**src/rtl/ahb2ahb_arbiter_pkg.sv**
```systemverilog
// Shared AHB encodings, FSM state type and burst-length decode for the
// AHB bus arbiter and its round-robin picker.
package ahb2ahb_pkg;

    typedef enum logic [1:0] {
        HTRANS_IDLE   = 2'd0,
        HTRANS_BUSY   = 2'd1,
        HTRANS_NONSEQ = 2'd2,
        HTRANS_SEQ    = 2'd3
    } htrans_e;

    typedef enum logic [2:0] {
        HBURST_SINGLE = 3'd0,
        HBURST_INCR   = 3'd1,
        HBURST_WRAP4  = 3'd2,
        HBURST_INCR4  = 3'd3,
        HBURST_WRAP8  = 3'd4,
        HBURST_INCR8  = 3'd5,
        HBURST_WRAP16 = 3'd6,
        HBURST_INCR16 = 3'd7
    } hburst_e;

    typedef enum logic {
        ST_ARB   = 1'b0,
        ST_BURST = 1'b1
    } arb_state_e;

    localparam int HMASTER_W = 4;

    // Beat count of a fixed-length burst; 0 means undefined length (SINGLE/INCR).
    function automatic logic [4:0] burst_len(input logic [2:0] hburst);
        case (hburst)
            HBURST_WRAP4,  HBURST_INCR4:  return 5'd4;
            HBURST_WRAP8,  HBURST_INCR8:  return 5'd8;
            HBURST_WRAP16, HBURST_INCR16: return 5'd16;
            default:                      return 5'd0;
        endcase
    endfunction

endpackage

```
**src/rtl/ahb2ahb_arbiter_if.sv**
```systemverilog
// Arbiter-side view of the shared AHB bus: requests and muxed control in,
// grant and address-phase owner out.
interface ahb2ahb_arbiter_if #(
    parameter int NUM_MASTER = 4
);
    logic [NUM_MASTER-1:0] HBUSREQ;
    logic [1:0]            HTRANS;
    logic [2:0]            HBURST;
    logic                  HREADY;
    logic [NUM_MASTER-1:0] HGRANT;
    logic [3:0]            HMASTER;

    modport slave (
        input  HBUSREQ,
        input  HTRANS,
        input  HBURST,
        input  HREADY,
        output HGRANT,
        output HMASTER
    );

    modport master (
        output HBUSREQ,
        output HTRANS,
        output HBURST,
        output HREADY,
        input  HGRANT,
        input  HMASTER
    );
endinterface

```
**src/rtl/ahb2ahb_arbiter_rr_picker.sv**
```systemverilog
// Combinational round-robin search: first requester after last_i, ascending
// with wrap-around. any_o is low when nobody requests.
module ahb2ahb_rr_picker
    import ahb2ahb_pkg::*;
#(
    parameter int NUM_MASTER = 4
) (
    input  logic [NUM_MASTER-1:0] req_i,
    input  logic [3:0]            last_i,
    output logic [NUM_MASTER-1:0] grant_o,
    output logic [3:0]            idx_o,
    output logic                  any_o
);

    logic [4:0]            cand [NUM_MASTER];
    logic [NUM_MASTER-1:0] sel  [NUM_MASTER];
    logic [NUM_MASTER-1:0] hit;

    // Slot gi holds the candidate at offset gi+1 from last_i; last_i < NUM_MASTER
    // keeps the raw sum below 2*NUM_MASTER so one conditional subtract wraps it.
    genvar gi;
    generate
        for (gi = 0; gi < NUM_MASTER; gi++) begin : g_cand
            logic [4:0] raw;
            assign raw      = {1'b0, last_i} + 5'(gi + 1);
            assign cand[gi] = (raw >= 5'(NUM_MASTER)) ? (raw - 5'(NUM_MASTER)) : raw;
            assign sel[gi]  = {{(NUM_MASTER-1){1'b0}}, 1'b1} << cand[gi];
            assign hit[gi]  = |(req_i & sel[gi]);
        end
    endgenerate

    always_comb begin
        grant_o = '0;
        idx_o   = '0;
        any_o   = 1'b0;
        for (int i = NUM_MASTER - 1; i >= 0; i--) begin
            if (hit[i]) begin
                grant_o = sel[i];
                idx_o   = 4'(cand[i]);
                any_o   = 1'b1;
            end
        end
    end

endmodule

```
**src/rtl/ahb2ahb_arbiter.sv**
```systemverilog
// AHB bus arbiter: round-robin grant with fixed-burst and INCR locking,
// registered one-hot HGRANT and HMASTER tracking the address-phase owner.
module ahb2ahb_arbiter
    import ahb2ahb_pkg::*;
#(
    parameter int NUM_MASTER     = 4,
    parameter int DEFAULT_MASTER = 0
) (
    input  logic              HCLK,
    input  logic              HRESETn,
    ahb2ahb_arbiter_if.slave  bus
);

    localparam logic [NUM_MASTER-1:0] DEFAULT_GRANT =
        {{(NUM_MASTER-1){1'b0}}, 1'b1} << DEFAULT_MASTER;
    localparam logic [3:0] DEFAULT_IDX = 4'(DEFAULT_MASTER);

    arb_state_e            state_q,   state_d;
    logic [3:0]            cnt_q,     cnt_d;
    logic [NUM_MASTER-1:0] hgrant_q,  hgrant_d;
    logic [3:0]            gidx_q,    gidx_d;
    logic [3:0]            hmaster_q, hmaster_d;

    logic [NUM_MASTER-1:0] pick_grant;
    logic [3:0]            pick_idx;
    logic                  pick_any;

    logic [4:0]            blen;
    logic                  nonseq_fixed;
    logic                  owner_req;
    logic                  incr_hold;
    logic                  hold;

    ahb2ahb_rr_picker #(
        .NUM_MASTER (NUM_MASTER)
    ) u_picker (
        .req_i   (bus.HBUSREQ),
        .last_i  (hmaster_q),
        .grant_o (pick_grant),
        .idx_o   (pick_idx),
        .any_o   (pick_any)
    );

    assign blen         = burst_len(bus.HBURST);
    assign nonseq_fixed = (bus.HTRANS == HTRANS_NONSEQ) && (blen != 5'd0);
    assign owner_req    = |(bus.HBUSREQ & ({{(NUM_MASTER-1){1'b0}}, 1'b1} << hmaster_q));

    // An undefined-length burst keeps the bus while its owner still asks for it.
    assign incr_hold = (bus.HBURST == HBURST_INCR) &&
                       ((bus.HTRANS == HTRANS_NONSEQ) || (bus.HTRANS == HTRANS_SEQ)) &&
                       owner_req;

    always_comb begin
        state_d   = state_q;
        cnt_d     = cnt_q;
        hgrant_d  = hgrant_q;
        gidx_d    = gidx_q;
        hmaster_d = hmaster_q;
        hold      = 1'b0;

        if (bus.HREADY) begin
            hmaster_d = gidx_q;

            case (state_q)
                ST_ARB: begin
                    if (nonseq_fixed) begin
                        state_d = ST_BURST;
                        cnt_d   = 4'(blen - 5'd1);
                    end
                end
                ST_BURST: begin
                    case (bus.HTRANS)
                        HTRANS_SEQ: begin
                            cnt_d = cnt_q - 4'd1;
                            if (cnt_q == 4'd1) begin
                                state_d = ST_ARB;
                            end
                        end
                        HTRANS_BUSY: begin
                        end
                        default: begin
                            // Early termination; a new fixed burst restarts the count.
                            if (nonseq_fixed) begin
                                state_d = ST_BURST;
                                cnt_d   = 4'(blen - 5'd1);
                            end else begin
                                state_d = ST_ARB;
                                cnt_d   = 4'd0;
                            end
                        end
                    endcase
                end
                default: begin
                    state_d = ST_ARB;
                    cnt_d   = 4'd0;
                end
            endcase

            hold = (state_d == ST_BURST) || incr_hold;

            if (!hold) begin
                if (pick_any) begin
                    hgrant_d = pick_grant;
                    gidx_d   = pick_idx;
                end else begin
                    hgrant_d = DEFAULT_GRANT;
                    gidx_d   = DEFAULT_IDX;
                end
            end
        end
    end

    always_ff @(posedge HCLK or negedge HRESETn) begin
        if (!HRESETn) begin
            state_q   <= ST_ARB;
            cnt_q     <= 4'd0;
            hgrant_q  <= DEFAULT_GRANT;
            gidx_q    <= DEFAULT_IDX;
            hmaster_q <= DEFAULT_IDX;
        end else begin
            state_q   <= state_d;
            cnt_q     <= cnt_d;
            hgrant_q  <= hgrant_d;
            gidx_q    <= gidx_d;
            hmaster_q <= hmaster_d;
        end
    end

    assign bus.HGRANT  = hgrant_q;
    assign bus.HMASTER = hmaster_q;

endmodule
```
**src/flat_wrapper.sv**
```systemverilog
// flat-port wrapper written by rule: the top's interface ports become plain ports
module ahb2ahb_arbiter_flat import ahb2ahb_pkg::*;
#(
    parameter int NUM_MASTER     = 4,
    parameter int DEFAULT_MASTER = 0
)
  (HCLK, HRESETn, bus_HBUSREQ, bus_HTRANS, bus_HBURST, bus_HREADY, bus_HGRANT, bus_HMASTER);
  ahb2ahb_arbiter_if #(.NUM_MASTER(NUM_MASTER)) bus_i ();
  input  logic HCLK;
  input  logic HRESETn;
  input wire logic [$bits(bus_i.HBUSREQ)-1:0] bus_HBUSREQ;
  input wire logic [$bits(bus_i.HTRANS)-1:0] bus_HTRANS;
  input wire logic [$bits(bus_i.HBURST)-1:0] bus_HBURST;
  input wire logic [$bits(bus_i.HREADY)-1:0] bus_HREADY;
  output wire logic [$bits(bus_i.HGRANT)-1:0] bus_HGRANT;
  output wire logic [$bits(bus_i.HMASTER)-1:0] bus_HMASTER;
  assign bus_i.HBUSREQ = bus_HBUSREQ;
  assign bus_i.HTRANS = bus_HTRANS;
  assign bus_i.HBURST = bus_HBURST;
  assign bus_i.HREADY = bus_HREADY;
  assign bus_HGRANT = bus_i.HGRANT;
  assign bus_HMASTER = bus_i.HMASTER;
  ahb2ahb_arbiter #(.NUM_MASTER(NUM_MASTER), .DEFAULT_MASTER(DEFAULT_MASTER)) u_core (.HCLK(HCLK), .HRESETn(HRESETn), .bus(bus_i));
endmodule
```
**config.mk**
```make
export PLATFORM = sky130hd
export DESIGN_NAME = ahb2ahb_arbiter_flat
export DESIGN_NICKNAME = d
export VERILOG_FILES = /design/src/rtl/ahb2ahb_arbiter_pkg.sv /design/src/rtl/ahb2ahb_arbiter_if.sv /design/src/rtl/ahb2ahb_arbiter_rr_picker.sv /design/src/rtl/ahb2ahb_arbiter.sv /design/src/flat_wrapper.sv
export SDC_FILE = /design/constraint.sdc
export NUM_CORES = 1
export LEC_CHECK = 0
export ABC_AREA = 1
export BUFFER_PORTS_ARGS = -buffer_cell sky130_fd_sc_hd__buf_4
export CAP_MARGIN = 0
export CORE_AREA = 2 2 64 66
export DETAILED_ROUTE_END_ITERATION = 8
export DIE_AREA = 0 0 66 68
export PLACE_DENSITY = 0.74
export SYNTH_ARGS = -nofsm -noshare
export SYNTH_HDL_FRONTEND = slang
export SYNTH_SLANG_ARGS = --single-unit
```
**constraint.sdc**
```tcl
create_clock -name HCLK -period 2.9 [get_ports HCLK]
set_input_delay 0 -clock HCLK [delete_from_list [all_inputs] [get_ports HCLK]]
set_output_delay 0 -clock HCLK [all_outputs]
set_load 0.02 [all_outputs]
```
==> run summary <==
CTS clock-pin slew for the worst setup and hold paths: 70 ps
Comb pwr share: 72.4%
final WL: 4321 µm
PortBufs: 19
I/O pin total: 20
HP Class: in -> reg
drt pass-1 iters: 4
vias in the first global route: 1759
Yosys reg bits: 17
top-count cell post-synth: nand2_1
syn_area_per_cell: 6.586 µm²
main flop type after synthesis: dfrtp_1
GP Congestion: 0.9763
clk sinks: 17
pre-CTS WS: 196.2 ps
Tmin final: 2642 ps
vias per cell: 5.035
total track usage: 21.37%
Cells after Synth: 296
max frequency: 378.5 MHz
HPWL Detailed: 3475 µm
placed instance area: 0.002177 mm²
number of routed nets with antenna violations: 0
Seq/Total Area, Yosys: 21.89%
final slew viol count: 0
switching pwr: 1.028 mW
GRT Residual Overflow: 0
core area: 0.003856 mm²
sw frac: 53.14%
Hold Vio Cnt, Final: 0
Rows: 23
Remaining DRCs: 0
initial core utilization: 50.55%
cell-internal power: 906.7 µW
CTS max path bufs: 2
count of different cell masters after synthesis: 30
fraction of final layout cells sized beyond drive strength 1: 25.46%
worst rel slew slack: 75.36%
Final Cell Area: 0.002270 mm²
area share of the leading cell type in the synthesized netlist: 20.54%
H-tree lvl count: 1
die height: 68 µm
fin cells: 376
maximum vdd ir drop: 0.5180 mV
Seq pwr share: 18.1%
Slew @ Worst Pin: 366.8 ps
top post-synthesis cells by area: dfrtp_1 21%, nand2_1 17%, ha_1 13%
status: complete, no violations
WP data required: 3050 ps
clk_lat worst skew: 260 ps
MaxCap Viol Count: 0
die width: 66 µm
Root Buffer Master: clkbuf_8
final setup fails: 0
Final nets: 359
Leakage Power: 1.246 nW
Synth Warn #: 0
WP data arrival: 2790 ps
average routed wire per standard cell: 11.49 µm
utilization after layout: 58.86%
Layout area overhead: 16.43%
Worst Skew: 5.463 ps
Synth area leader: dfrtp_1
Inst Count DP: 368
Starting DRT DRC Count: 96
DR vias: 1893
Syn Nets: 328
filler cell count: 395
commonest cells in the netlist: 87 x nand2_1, 33 x inv_1, 27 x nor2_1, 25 x nand3_1, 20 x ha_1
EDFF count, synth: 0
Syn Std Cell Area: 0.001949 mm²
PD cells: 852.4 mW/mm²
initial antenna violation count: 0
first-pass GRT wire length: 7562 µm
setup ws final: 258.1 ps
Crit Path Class: reg -> reg
n_diodes: 0
RSZ-0062 raised after global routing: false
CP max FO: 6
Async SR Flop Fraction: 100.0%
Critical Path End Type: register
Fin Setup TNS: 0 ps
Die Area: 0.004488 mm²
Worst setup SP type: register
CTS Buf Count: 3
clock group share of total power: 9.5%
TritonCTS clock tree: built
crit share post-route: 91.10%
largest net degree at the start of global routing: 18
[cell families after synthesis]
logic type	Yosys count	synth area share, %
fa+ha+maj	20	12.84
xor+xnor	2	0.8988
flops	17	21.89
buf+inv	42	8.472
compound gates	30	9.564
simple gates	185	46.34
[power by group through the flow]
stage | sequential (mW) | combinational (mW) | clock, mW
floorplan | 0.400 | 1.02 | 0
global placement | 0.354 | 1.37 | 0
detailed placement | 0.353 | 1.38 | 0
CTS | 0.350 | 1.39 | 0.188
global route | 0.359 | 1.59 | 0.196
finish | 0.350 | 1.40 | 0.184
[registers in the layout, summed over array words and instances (netlist names)]
signal / flops
u_core.state_q: 1
u_core.bus.HGRANT: 4
u_core.cnt_q: 4
u_core.bus.HMASTER: 4
u_core.gidx_q: 4
[worst max-delay path: stages, from the launching register on]
cell	delay [ps]
dfrtp_1	410
buf_4	180
ha_1	230
inv_1	60
nand2_1	50
nand2_2	90
inv_2	40
ha_1	200
or2_0	230
nand2_1	90
nand2_2	90
nand2_2	70
nor2_1	60
nand2_1	70
nand2_2	70
nor2_4	160
nand2_2	80
o21bai_4	170
nor2_1	60
nand2_1	70
nand2_1	50
[cell type report]
class	count	area, µm²	share of cell area (%)
clock inverter	1	7.507	0.3308
timing repair buffer	28	212.7	9.372
tap	50	62.56	2.756
clock buffer	3	41.29	1.819
sequential	17	427.9	18.85
inverter	40	150.1	6.615
multi-input combinational	237	1368	60.25
[through the flow]
stage	total power [mW]	hold slack, ps
finish	1.935	6.974
CTS	1.925	6.726
global placement	1.721	-126.4
floorplan	1.420	-295.6
global route	2.141	19.94
detailed placement	1.733	-124.4
[final timing paths]
| path | from | to | slack, ps | cells past startpoint |
|---|---|---|---|---|
| setup / recovery | u_core.bus.HMASTER[0] | u_core.bus.HGRANT[2] | 260 | 20 |
| hold reg to reg | u_core.bus.HGRANT[1] | u_core.bus.HGRANT[1] | 490 | 2 |
| setup reg to reg | u_core.bus.HMASTER[0] | u_core.bus.HGRANT[2] | 260 | 20 |
| hold / removal | bus_HREADY | u_core.bus.HMASTER[2] | 7 | 2 |
| max in group asynchronous | HRESETn | u_core.bus.HGRANT[0] | 2510 | 2 |
| min in group asynchronous | HRESETn | u_core.cnt_q[3] | 130 | 2 |
[cell usage in the layout, fill, tap and decap left out]
cell / netlist / final
a211oi_1: 1 / 1
a21oi_1: 2 / 2
a21oi_2: 3 / 3
a31oi_1: 4 / 4
buf_4: 0 / 27
clkbuf_8: 0 / 3
clkinvlp_4: 0 / 1
dfrtp_1: 16 / 15
dfrtp_2: 0 / 1
dfstp_2: 1 / 1
dlygate4sd3_1: 0 / 1
ha_1: 20 / 20
inv_1: 33 / 33
inv_2: 6 / 7
nand2_1: 87 / 83
nand2_2: 15 / 19
nand2_4: 3 / 3
nand3_1: 25 / 25
nand3_2: 2 / 2
nand3b_1: 2 / 2
nand4_1: 3 / 3
nor2_1: 27 / 27
nor2_2: 8 / 8
nor2_4: 6 / 6
nor2_8: 1 / 1
nor3_1: 5 / 5
o21ai_0: 17 / 17
o21ai_1: 1 / 1
o21bai_4: 1 / 1
o221ai_1: 1 / 1
or2_0: 1 / 1
xor2_1: 2 / 2
[routing by layer]
metal	wire length [µm]	GRT usage, %	vias to the layer above
met5	0	0	-
met4	97	7.908	0
met3	161	1.974	9
met2	1867	33.96	44
met1	2195	30.32	836
li1	-	-	1004
[repair_timing]
item,in CTS,in global routing
hold buffers,1,0
setup endpoints to repair,0,6
hold endpoints to repair,17,0
setup buffers,0,3
resized for setup,0,6
No activity file was read; power rests on OpenSTA's default activity.
